--- config.mk ---
export PLATFORM = sky130hd
export DESIGN_NAME = half_adder
export DESIGN_NICKNAME = d
export VERILOG_FILES = /design/src/rtl/half_adder_pkg.sv /design/src/rtl/half_adder_lane.sv /design/src/rtl/half_adder.sv
export SDC_FILE = /design/constraint.sdc
export NUM_CORES = 1
export LEC_CHECK = 0
export ABC_CLOCK_PERIOD_IN_PS = 1500
export CORE_AREA = 2 2 39 41
export CTS_CLUSTER_SIZE = 24
export DETAILED_ROUTE_END_ITERATION = 12
export DIE_AREA = 0 0 41 43
export GPL_ROUTABILITY_DRIVEN = 0
export PLACE_DENSITY = 0.41
export SYNTH_ARGS = -nofsm -noshare
export SYNTH_HDL_FRONTEND = slang
export SYNTH_SLANG_ARGS = --single-unit
--- constraint.sdc ---
create_clock -name clk -period 1.5 [get_ports clk]
set_input_delay 0.15 -clock clk [delete_from_list [all_inputs] [get_ports clk]]
set_output_delay 0.15 -clock clk [all_outputs]
set_load 0.02 [all_outputs]
--- src/rtl/half_adder_pkg.sv ---
// Shared types and helpers for the half_adder block: count-width sizing and
// the carry population count.
package half_adder_pkg;

   localparam int MAX_WIDTH = 32'sd64;
   localparam int CNT_MAX_W = 32'sd7;

   typedef logic [MAX_WIDTH-1:0] lane_vec_t;

   function automatic int cnt_width(input int width);
      int w;
      w = $clog2(width + 32'sd1);
      if (w < 32'sd1) begin
         return 32'sd1;
      end else begin
         return w;
      end
   endfunction

   // Lanes above the instance WIDTH are expected to be zero-filled by the caller.
   function automatic logic [CNT_MAX_W-1:0] popcount(input lane_vec_t v);
      logic [CNT_MAX_W-1:0] n;
      n = {CNT_MAX_W{1'b0}};
      for (int i = 32'sd0; i < MAX_WIDTH; i++) begin
         n = n + {{(CNT_MAX_W-1){1'b0}}, v[i]};
      end
      return n;
   endfunction

endpackage

--- src/rtl/half_adder_lane.sv ---
// One combinational half-adder lane: sum = a ^ b, carry = a & b.
module half_adder_lane (
   input  logic a,
   input  logic b,
   output logic sum,
   output logic carry
);

   assign sum   = a ^ b;
   assign carry = a & b;

endmodule

--- src/rtl/half_adder.sv ---
// Registered WIDTH-lane half adder with valid/ready flow control and carry count.
// Optional macro HALF_ADDER_BYPASS_EN adds combinational sum_comb/carry_comb ports.
module half_adder
   import half_adder_pkg::*;
#(
   parameter  int WIDTH = 32'sd1,
   localparam int CNT_W = cnt_width(WIDTH)
) (
   input  logic             clk,
   input  logic             rst_n,
   input  logic             in_valid,
   output logic             in_ready,
   input  logic [WIDTH-1:0] a,
   input  logic [WIDTH-1:0] b,
   output logic             out_valid,
   input  logic             out_ready,
   output logic [WIDTH-1:0] sum,
   output logic [WIDTH-1:0] carry,
`ifdef HALF_ADDER_BYPASS_EN
   output logic [WIDTH-1:0] sum_comb,
   output logic [WIDTH-1:0] carry_comb,
`endif
   output logic [CNT_W-1:0] carry_cnt
);

   typedef logic [WIDTH-1:0] lane_t;

   typedef struct packed {
      lane_t sum;
      lane_t carry;
   } ha_result_t;

   lane_t      sum_s;
   lane_t      carry_s;
   lane_vec_t  carry_vec_s;
   logic       accept_s;

   logic       out_valid_q;
   logic       out_valid_d;
   ha_result_t res_q;
   ha_result_t res_d;
   logic [CNT_W-1:0] cnt_q;
   logic [CNT_W-1:0] cnt_d;

   for (genvar i = 0; i < WIDTH; i++) begin : g_lane
      half_adder_lane u_lane (
         .a     (a[i]),
         .b     (b[i]),
         .sum   (sum_s[i]),
         .carry (carry_s[i])
      );
   end

   // The output register frees up whenever it is empty or being drained.
   assign in_ready = !out_valid_q || out_ready;
   assign accept_s = in_valid && in_ready;

   // Zero-extend the live lanes so the package popcount sees a full vector.
   always_comb begin
      carry_vec_s = {MAX_WIDTH{1'b0}};
      carry_vec_s[WIDTH-1:0] = carry_s;
   end

   // Next-state for the valid flag and the result registers.
   always_comb begin
      out_valid_d = out_valid_q;
      res_d       = res_q;
      cnt_d       = cnt_q;
      if (accept_s) begin
         out_valid_d = 1'b1;
         res_d.sum   = sum_s;
         res_d.carry = carry_s;
         cnt_d       = CNT_W'(popcount(carry_vec_s));
      end else if (out_ready) begin
         out_valid_d = 1'b0;
      end else begin
         out_valid_d = out_valid_q;
      end
   end

   // Result and valid registers; asynchronous reset clears everything.
   always_ff @(posedge clk or negedge rst_n) begin
      if (!rst_n) begin
         out_valid_q <= 1'b0;
         res_q       <= {(2*WIDTH){1'b0}};
         cnt_q       <= {CNT_W{1'b0}};
      end else begin
         out_valid_q <= out_valid_d;
         res_q       <= res_d;
         cnt_q       <= cnt_d;
      end
   end

   assign out_valid = out_valid_q;
   assign sum       = res_q.sum;
   assign carry     = res_q.carry;
   assign carry_cnt = cnt_q;

`ifdef HALF_ADDER_BYPASS_EN
   assign sum_comb   = sum_s;
   assign carry_comb = carry_s;
`endif

endmodule

# == Yosys cells after proc, flatten, opt, wreduce, memory -nomap -nowiden ==
# Index checks and enable logic that the tools add are counted.
# totals
ff_bits,3
in_bits,6
output_inout_bits,5
# classes
mux,2
n_bitwise,2
reduce_logical,4
# ops
cell,n
two-way mux 1 bit,2
nonzero test 2 bit,1
AND 1 bit,1
logical AND 1 bit,1
zero test 1 bit,1
logical OR 1 bit,1
XOR 1 bit,1

# == Logic depth before layout (Yosys ltp) ==
# depth
word_depth,4
depth_mapped,3
ltp_nobuf,3

# == By module ==
# Synthesis repeated with hierarchy kept, for this count alone.
# hier_totals
cells_unflattened,10
area_unflattened_um2,152.6
# by_module_without_submodules
module,instances,cells_per_inst,area_each_um2
half_adder,1,9,140.1
half_adder_lane,1,1,12.5

# == Worst setup path after synthesis ==
# OpenSTA, ideal clock, no wires.
# synth_timing
path_kind,register to register
startpoint,"reg out_valid_q, in the netlist out_valid"
endpoint,"reg cnt_q, in the netlist carry_cnt"
arrival_ns,0.980
required_time_ns,1.375
slack_ns,0.394
path_stages_with_launch,4
path_buffers,0
period_less_slack_ns,1.106
path_cell_list,dfrtp_1 nand2b_4 nand2_2 mux2_4
# synth_between
elab_chain_cells,3
# synth_rtl
element,line_no,rtl
start: declaration,half_adder.sv:38,logic out_valid_q;
start signal: assignment,half_adder.sv:88,out_valid_q <= out_valid_d;
zero test 1 bit,half_adder.sv:55,assign in_ready = !out_valid_q || out_ready;
logical OR 1 bit,half_adder.sv:55,
via in_ready,half_adder.sv:12,"output logic in_ready,"
logical AND 1 bit,half_adder.sv:56,assign accept_s = in_valid && in_ready;
end signal: assignment,half_adder.sv:86,cnt_q <= {CNT_W{1'b0}};
end signal: assignment,half_adder.sv:90,cnt_q <= cnt_d;
end: declaration,half_adder.sv:42,logic [CNT_W-1:0] cnt_q;
# The timed path passes the listed nets, and every way through them passes these cells.
# A chain may end at the register's enable or synchronous reset.

# == Worst setup path after layout ==
# layout_timing
startpoint,"reg out_valid_q, in the netlist out_valid"
endpoint,out out_valid
# layout_lines
element,line_no,rtl
end: declaration,half_adder.sv:15,"output logic out_valid,"
# No word-level cell between the ends.

==> impl_metrics.csv <==
group,metric,value,unit
status,status,"completed",
worst_setup_path,cp-end-kind,"output pin",
synthesis,yosys.area_share.simple,18.0,%
routing,drtIter0Drc,1,
clock_tree,cts_inserted_buffers,3,
synthesis,synth_top_area_cell,"dfrtp_1",
routing,ant_nets,0,
routing,wirelength,289,µm
worst_setup_path,critPathLaunchType,"flop",
cells_and_area,final_nets,32,
worst_setup_path,critical_path.top_delay_family,"buffers and inverters",
pwr,pwr-share-clk,41.8,%
floorplan,fp.coreArea,1380,µm²
global_route,grt_util_met1,4.85,%
routing,dr.pass1.iters,2,
global_route,met2_usage,2.81,%
worst_setup_path,worstPathArrival,1.24,ns
synthesis,postSynthCellCount,10,
worst_setup_path,rrSetupSlack,0.43,ns
sta,slew_viol_final,0,
global_route,grt_use_total,4.63,%
synthesis,ys_warn_count,0,
placement,io_buffer_count,10,
cells_and_area,final_core_util,21.8,%
synthesis,synth-seq-cells,3,
sta,fmax,717,MHz
floorplan,start_util,11.0,%
routing,wl_per_cell,7.23,µm
worst_setup_path,cp_max_fo,2,
sta,fin_crit_sh,92.9,%
sta,rsz0062_at_grt,"no",
synthesis,synth_top_family_by_area,"multiplexers",
clock_tree,holdBufCountCts,0,
synthesis,synth_top_area_share,49.2,%
pwr,seqPwrFrac,30.2,%
global_route,antenna_found_initial,0,
global_route,busiest_layer,"met3",
floorplan,fp.dieArea,1760,µm²
synthesis,synth_area_leaders,"dfrtp_1, mux2_4, nand2b_4",
sta,finalSetupViolations,0,
pwr,power.switching,81.9,µW
global_route,grt_pass1_vias,110,
routing,vias,122,
synthesis,synth-compound-area-share,0,%
synthesis,syn_area_per_cell,15.3,µm²
cells_and_area,finalInstanceArea,302,µm²
worst_setup_path,cp_slowest_cell,"clkdlybuf4s50_1",
synthesis,netlist_area,153,µm²
sta,hold_viol_final,0,
floorplan,io-pin-count,11,
cells_and_area,final_cell_mix,"clkdlybuf4s50_1, dfrtp_1, clkbuf_4, mux2_4",
pwr,p_total,330,µW
routing,drc_errors,0,
pwr,power.leakage,0.000141,µW
clock_tree,clk_pin_slew,0.04,ns
synthesis,synthMuxAreaShare,19.7,%
worst_setup_path,required,1.35,ns
synthesis,synth-adder-area-share,8.20,%
floorplan,die-height,43,µm
synthesis,synth-seq-area-share,49.2,%
sta,slew_headroom,85.3,%
clock_tree,clock-root-buffer,"clkbuf_4",
synthesis,ys_types,7,
global_route,grt-ovfl-total,0,
pwr,p_sw_share,24.8,%
clock_tree,cts_setup_buffers,0,
synthesis,synth_xor_area_share,0,%
cells_and_area,drive_above_1_share,33.3,%
pwr,p_int,248,µW
pwr,p_comb_share,28.0,%
clock_tree,cts_sinks,3,
clock_tree,clock_latency,0.23,ns
sta,min_period,1.39,ns
worst_setup_path,timing_worst_setup_path_type,"flop to output pin",
pwr,p_per_area,1090,nW/µm²
placement,place_area,273,µm²
hold_path,min_path_type,"input port to asynchronous set/reset pin",
synthesis,syn-num-nets,17,
routing,via_per_inst,3.05,
sta,final.setup_skew,0.00135,ns
cells_and_area,area_growth,97.5,%
run,cap_viol_max_count,0,
worst_setup_path,max_stage_delay,0.63,ns
floorplan,rows,14,
sta,fin_setup_tns,0,ns
clock_tree,cts_buffer_depth,2,
sta,tightest_slew,0.221,ns
pwr,ir_drop,0.000279,V
cells_and_area,final_common_cell,"clkdlybuf4s50_1",
cells_and_area,diodes,0,
global_route,met3_usage,6.81,%
clock_tree,h-tree-depth,1,
global_route,grt_max_degree,4,
floorplan,fp.dieW,41,µm
clock_tree,cts_tree,"yes",
sta,worst_hold_slack,0.100,ns
global_route,grt_pass1_wl,427,µm
worst_setup_path,cp_cell_sequence,"clkdlybuf4s50_1",
worst_setup_path,path_buf_inv,1,
==> routing by layer <==
metal  vias up  part of all wire (%)
met5         -                     0
li1         60                     -
met1        49                    49
met2        11                    27
met4         0                   2.1
met3         2                    21
==> cells in the mapped netlist <==
| master | instances |
|---|---|
| dfrtp_1 | 3 |
| mux2_4 | 2 |
| buf_4 | 1 |
| ha_1 | 1 |
| nand2_2 | 1 |
| nand2b_4 | 1 |
| or2b_1 | 1 |
==> worst paths after layout <==
| path | from | to | cells after the start |
|---|---|---|---|
| worst min-delay path | rst_n | carry_cnt | 1 |
| worst max-delay path | out_valid | out_valid | 1 |
| max in group asynchronous | rst_n | out_valid | 1 |
| worst min register to register | sum | sum | 1 |
| min in group clk | sum | sum | 1 |
| worst max register to register | out_valid | sum | 4 |
==> final cells by class <==
class,count,area (µm²)
well taps,16,20.0
multi-input cells,6,70.1
fillers,146,1080
flip-flops and latches,3,75.1
clock buffers,4,26.3
repair buffers,11,110
==> per-stage QoR <==
step	setup slack, ns	instances
2_1_floorplan	0.394	10
3_3_place_gp	0.0387	36
3_5_place_dp	0.0375	36
4_1_cts	0.0256	40
5_1_grt	0.0572	40
6_report	0.106	40
==> cells by family (layout without fill, tap and decap cells) <==
group,Yosys count,after routing
adder cells (fa/ha/maj),1,1
buffers and inverters,1,15
flip-flops,3,3
multiplexers,2,2
AND/OR/NAND/NOR,3,3
==> flip-flops by register name (all words and copies together), names as in the netlist <==
register,flops
out_valid,1
sum,1
carry_cnt,1
==> power by group through the flow <==
stage | Combinational (µW) | Clock [µW] | Sequential [µW]
3_3_place_gp | 93.1 | 0 | 101
6_report | 92.4 | 138 | 99.8
2_1_floorplan | 34.5 | 0 | 113
3_5_place_dp | 93.3 | 0 | 101
5_1_grt | 98.8 | 156 | 101
4_1_cts | 93.7 | 147 | 100
==> timing repair <==
action	4_1_cts	5_1_grt
endpoints found under the setup margin	0	1
hold endpoints to repair	0	0
resized for setup	0	1
(Power assumes the default switching activity.)
